### src/rtl/prbs31_sync_checker_ber_window_monitor.sv
// Locked-mode error density monitor.
// Counts enabled bits modulo ERR_WINDOW (power of two) and the errors
// seen within the current window. resync_req fires combinationally on
// the enabled bit that brings the window error count to ERR_THRESH, so
// the parent can leave lock on that same bit.
//   clk, reset : clock, async active-high reset
//   en         : a locked, valid bit is being checked
//   err        : that bit mismatched the reference
//   resync_req : one-cycle request to re-synchronise
module ber_window_monitor #(
  parameter int ERR_WINDOW = 128,
  parameter int ERR_THRESH = 16
) (
  input  logic clk,
  input  logic reset,
  input  logic en,
  input  logic err,
  output logic resync_req
);
  localparam int WW = $clog2(ERR_WINDOW);
  localparam int EW = $clog2(ERR_THRESH + 1);
  localparam logic [EW-1:0] THR_M1 = EW'(ERR_THRESH - 1);

  logic [WW-1:0] win_bits;
  logic [EW-1:0] win_errs;
  logic          wrap;

  // Threshold is evaluated before the wrap clear, so a threshold hit on
  // the last bit of a window still requests resync.
  always_comb begin
    wrap       = &win_bits;
    resync_req = en && err && (win_errs == THR_M1);
  end

  // Clearing on resync leaves the window aligned to the next lock.
  always_ff @(posedge clk or posedge reset) begin
    if (reset) begin
      win_bits <= '0;
      win_errs <= '0;
    end else if (en) begin
      if (resync_req || wrap) begin
        win_bits <= '0;
        win_errs <= '0;
      end else begin
        win_bits <= win_bits + 1'b1;
        win_errs <= win_errs + EW'(err);
      end
    end
  end
endmodule

### config.mk
export PLATFORM = sky130hd
export DESIGN_NAME = ber_window_monitor
export DESIGN_NICKNAME = d
export VERILOG_FILES = /design/src/rtl/prbs31_sync_checker_ber_window_monitor.sv
export SDC_FILE = /design/constraint.sdc
export NUM_CORES = 1
export LEC_CHECK = 0
export CORE_MARGIN = 2
export CORE_UTILIZATION = 55
export CTS_CLUSTER_DIAMETER = 50
export DETAILED_ROUTE_END_ITERATION = 10
export GPL_TIMING_DRIVEN = 1
export PLACE_DENSITY = 0.75
export SKIP_LAST_GASP = 1
export SYNTH_ARGS = -nofsm -noshare
export SYNTH_HDL_FRONTEND = slang
export SYNTH_SLANG_ARGS = --single-unit
export TNS_END_PERCENT = 5
### constraint.sdc
create_clock -name clk -period 1.8 [get_ports clk]
set_clock_uncertainty 0.1 [all_clocks]
set_input_delay 0.36 -clock clk [delete_from_list [all_inputs] [get_ports clk]]
set_output_delay 0.36 -clock clk [all_outputs]
set_load 0.01 [all_outputs]
* Word-level counts from Yosys, hierarchy flattened
Index checks and enable logic that the tools add are counted.
Storage, ports and cells: bits in registers 12, output and inout port bits 1, bits of input ports 4, logic and storage cells 11
Operators by class: mux-type cells 2, equality and inequality tests 1, reductions and logical operators 4, $add $sub $neg 2
Operator list (count):
- $add 7x1->7 const B | 1
- $mux 7 | 1
- $reduce_and 7->1 | 1
- $add 5x1->5 | 1
- $eq 5x4->1 const B | 1
- $mux 5 | 1
- $logic_and 1x1->1 | 2
- $logic_or 1x1->1 | 1

* Depth between registers and ports, before layout
depth in word-level cells 4, gate-level depth with buffers 5, mapped depth without buffers 5

* Worst setup path before layout
No wires, ideal clock.
path type register to register, start point reg win_bits[0], end point reg win_bits[6], arrival time 1270 ps, period minus slack after synthesis 1488 ps, setup slack 312 ps, library setup time 118 ps, stages on the path, launching flop included 6, data required time 1582 ps, path buffers 0, cells stage by stage dfrtp_1 -> ha_1 -> and3_1 -> and3_1 -> nor3b_1 -> a21o_1
Between the ends: word-level cells in the longest chain between the ends 3, elaborated cells between the ends (all ways) 4, classes of those cells 1 x add/sub; 1 x mux; 2 x reduce/logical
Ends and longest elaborated chain:
- from (decl) | line 24 | logic [WW-1:0] win_bits;
- from (signal assigned) | line 45 | win_bits <= win_bits + 1'b1;
- parallel branches: the longest is 2 deep, another holds $add 7x1->7
- $mux 7 * | line 41 | if (resync_req || wrap) begin
Mark *: on every way between the ends. A chain may end at the register's enable or synchronous reset.

* Final worst setup path
start point reg win_errs[4], end point out resync_req
Between the ends: word-level cells in the longest chain between the ends 2
Ends and longest elaborated chain:
- from (decl) | line 25 | logic [EW-1:0] win_errs;
- from (signal assigned) | line 46 | win_errs <= win_errs + EW'(err);
- $eq 5x4->1 | line 32 | resync_req = en && err && (win_errs == THR_M1);
- $logic_and 1x1->1 | line 32
- to (decl) | line 18 | output logic resync_req
No other way between the ends.

==> results.py <==
metrics = {
    "global_routing": {
        "overflow": 0,
        "grt_usage_pct": 21.3,
        "first_global_vias": 577,
        "grt_pass1_wl_mm": 2.29,
        "grt_max_degree": 21,
        "antenna_found_initial": 0,
    },
    "detailed_routing": {
        "wl_mm": 1.45,
        "vias": 596,
        "drc_errors": 0,
        "detail_route.iter0.violations": 7,
        "via_per_inst": 5.68,
        "wl_per_cell_um": 13.8,
        "drt-pass1-iter-count": 4,
        "antenna_left": 0,
    },
    "final_layout": {
        "nets": 98,
        "synthToLayoutAreaGrowth_pct": 22.9,
        "n_antenna_cell": 0,
        "nFillCells": 104,
        "stdcell_count": 105,
        "drive_above_1_share_pct": 24.4,
    },
    "synthesis": {
        "synthTopCellsByArea": "dfrtp_1 42%, a21o_1 7.3%, ha_1 5.2%",
        "yosys_warnings": 0,
        "synth-edff-count": 0,
        "syn_nets": 80,
        "yosysTopAreaCellShare_pct": 41.6,
        "seq_area_frac_synth_pct": 41.6,
        "synthesis.instances": 73,
        "synth_fa_ha_area_share_pct": 5.20,
        "muxShareOfSynthArea_pct": 2.08,
        "synthSimpleGateAreaFrac_pct": 24.3,
        "synthFlopType": "dfrtp_1",
        "synth-compound-area-share_pct": 21.8,
        "synth.ff_latch_count": 12,
        "synthArstFlopShare_pct": 100,
        "synth.most_common_cell": "dfrtp_1",
        "synth.cell_area_um2": 722,
        "synth_top_family_by_area": "simple AND/OR/NAND/NOR gates",
        "syn_area_per_cell_um2": 9.89,
        "synth_top_area_cell": "dfrtp_1",
        "synthDistinctLibCells": 27,
        "synth_commonest_cells": "12 x dfrtp_1, 7 x a21o_1, 6 x nand2_1",
        "synth_xor_area_share_pct": 1.21,
    },
    "setup_path": {
        "required_ps": 1340,
        "crit_type": "register to output pin",
        "cp_num_buf_inv": 1,
        "end_kind": "output pin",
        "cp_top_family": "simple AND/OR/NAND/NOR gates",
        "crit_chain": "nand4b_4 -> nor2_2 -> and2_1 -> clkbuf_2",
        "arrival_ps": 1210,
        "max_stage_delay_ps": 390,
        "start_kind": "register",
        "cp_slowest_cell": "dfrtp_1",
        "critPathMaxFanout": 2,
    },
    "timing": {
        "setup_tns_ps": 0,
        "layout_min_cycle_time_ps": 1670,
        "finalHoldViolCount": 0,
        "max_freq_mhz": 597,
        "period_share_pct": 93.0,
        "rsz0062_at_grt": "no",
        "final_max_slew_viol_count": 0,
        "slew_headroom_pct": 69.6,
        "finalSetupViolCount": 0,
        "tightest_slew_ps": 455,
    },
    "place": {
        "gp_congestion": 0.747,
        "dp_cells": 101,
        "hpwl_mm": 1.11,
        "port_buffers": 4,
    },
    "hold_path": {
        "hp-class": "primary input to asynchronous set/reset pin",
    },
    "clock_network": {
        "cts-root-buf": "clkbuf_4",
        "path_clk_slew_ps": 70,
        "numClockSinks": 12,
        "ctsHtreeMaxLevel": 1,
        "clock_latency_ps": 270,
        "ctsLongestPathBuffers": 2,
        "tritoncts": "yes",
        "cts_made_buffers": 3,
    },
    "die": {
        "initial_core_util_pct": 56.9,
        "dieWidth_um": 40.2,
        "die_area_mm2": 0.00162,
        "io_pins": 5,
        "core_mm2": 0.00127,
        "fp.dieH_um": 40.2,
        "fp-row-count": 13,
    },
    "pwr": {
        "report.power.total_w": 0.00112,
        "ir_drop_v": 0.000691,
        "total_leakage_power_nw": 0.461,
        "powerDensity_mw_per_mm2": 1270,
    },
    "flow_run": {
        "drv_cap": 0,
    },
    "outcome": {
        "outcome": "finished clean",
    },
}
where the power goes:
part / total (W) / internal, W / switching, W / leakage [nW]
sequential: 0.000484 / 0.000376 / 0.000107 / 0.148
clock: 0.000210 / 0.000123 / 0.0000875 / 0.0210
combinational: 0.000429 / 0.000239 / 0.000191 / 0.293
total: 0.00112 / 0.000738 / 0.000386 / 0.461
through the flow:
step / hold slack (ps) / cell area [um2] / worst slack (ps) / utilization (%)
final: 297 / 887 / 126 / 69.9
after detailed placement: 400 / 855 / -508 / 67.4
after global routing: 321 / 887 / 42.8 / 69.9
after CTS: 303 / 892 / 4.72 / 70.3
after global placement: 389 / 855 / -488 / 67.4
after floorplan: 125 / 722 / 312 / -
final cells by class:
cell class | instances | area (um2) | share of cell area, %
multi-input cells | 54 | 397 | 44.7
clock buffers | 4 | 36.3 | 4.09
repair buffers | 15 | 116 | 13.1
inverters | 5 | 18.8 | 2.12
well taps | 15 | 18.8 | 2.12
flip-flops and latches | 12 | 300 | 33.9
flip-flops by register name, indices dropped and copies added (netlist names):
register	flops
win_bits	7
win_errs	5
path summary, 6_finish.rpt:
check / startpoint / cells after the start / slack (ps) / endpoint
max: win_errs[4] / 4 / 130 / resync_req
min reg2reg: win_bits[6] / 1 / 430 / win_bits[6]
min: reset / 2 / 300 / win_errs[1]
max in group asynchronous: reset / 2 / 990 / win_errs[0]
max reg2reg: win_errs[0] / 6 / 170 / win_errs[4]
min in group clk: win_bits[6] / 1 / 430 / win_bits[6]
timing repair:
action	CTS	global route
endpoints found under the setup margin	1	1
resized for setup	4	1
buffers inserted	0	0
hold buffers	0	0
logic make-up after synthesis:
logic type,after synthesis
and+or+nand+nor,26
AOI/OAI and AO/OA,23
DFF,12
buffers and inverters,7
adders and majority gates,3
xor gates and xnor gates,1
muxes,1
worst register-to-register path, cell delays in order (launching register included):
cell	delay (ps)
dfrtp_1	410
buf_4	150
ha_1	190
ha_1	220
and3_1	190
o21ai_0	170
a21o_1	140
routing by layer:
| metal | share of wire [%] | GRT usage (%) | wire length [um] |
|---|---|---|---|
| met2 | 51 | 35.9 | 738 |
| met1 | 44 | 26.5 | 640 |
| met5 | 0 | 0 | 0 |
| met4 | 1.5 | 10.0 | 21 |
| met3 | 3.2 | 3.33 | 46 |
placed cells by master, fill, tap and decap left out:
master           instances
a21boi_0                 1
a21o_1                   7
a21oi_1                  2
and2_1                   1
and3_1                   5
and4b_1                  1
buf_4                   11
clkbuf_2                 1
clkbuf_4                 3
clkbuf_8                 1
clkdlybuf4s50_1          2
dfrtp_1                 12
dlygate4sd2_1            1
ha_1                     3
inv_1                    5
mux2_4                   1
nand2_1                  6
nand3_1                  1
nand3_4                  1
nand4_1                  1
nand4b_4                 1
nor2_1                   2
nor2_2                   2
nor3b_1                  3
nor4_1                   2
o211ai_1                 1
o21ai_0                  5
o21ai_1                  2
o22ai_1                  4
o22ai_4                  1
xor2_1                   1
Note: power is estimated with default switching activity, not from simulation.
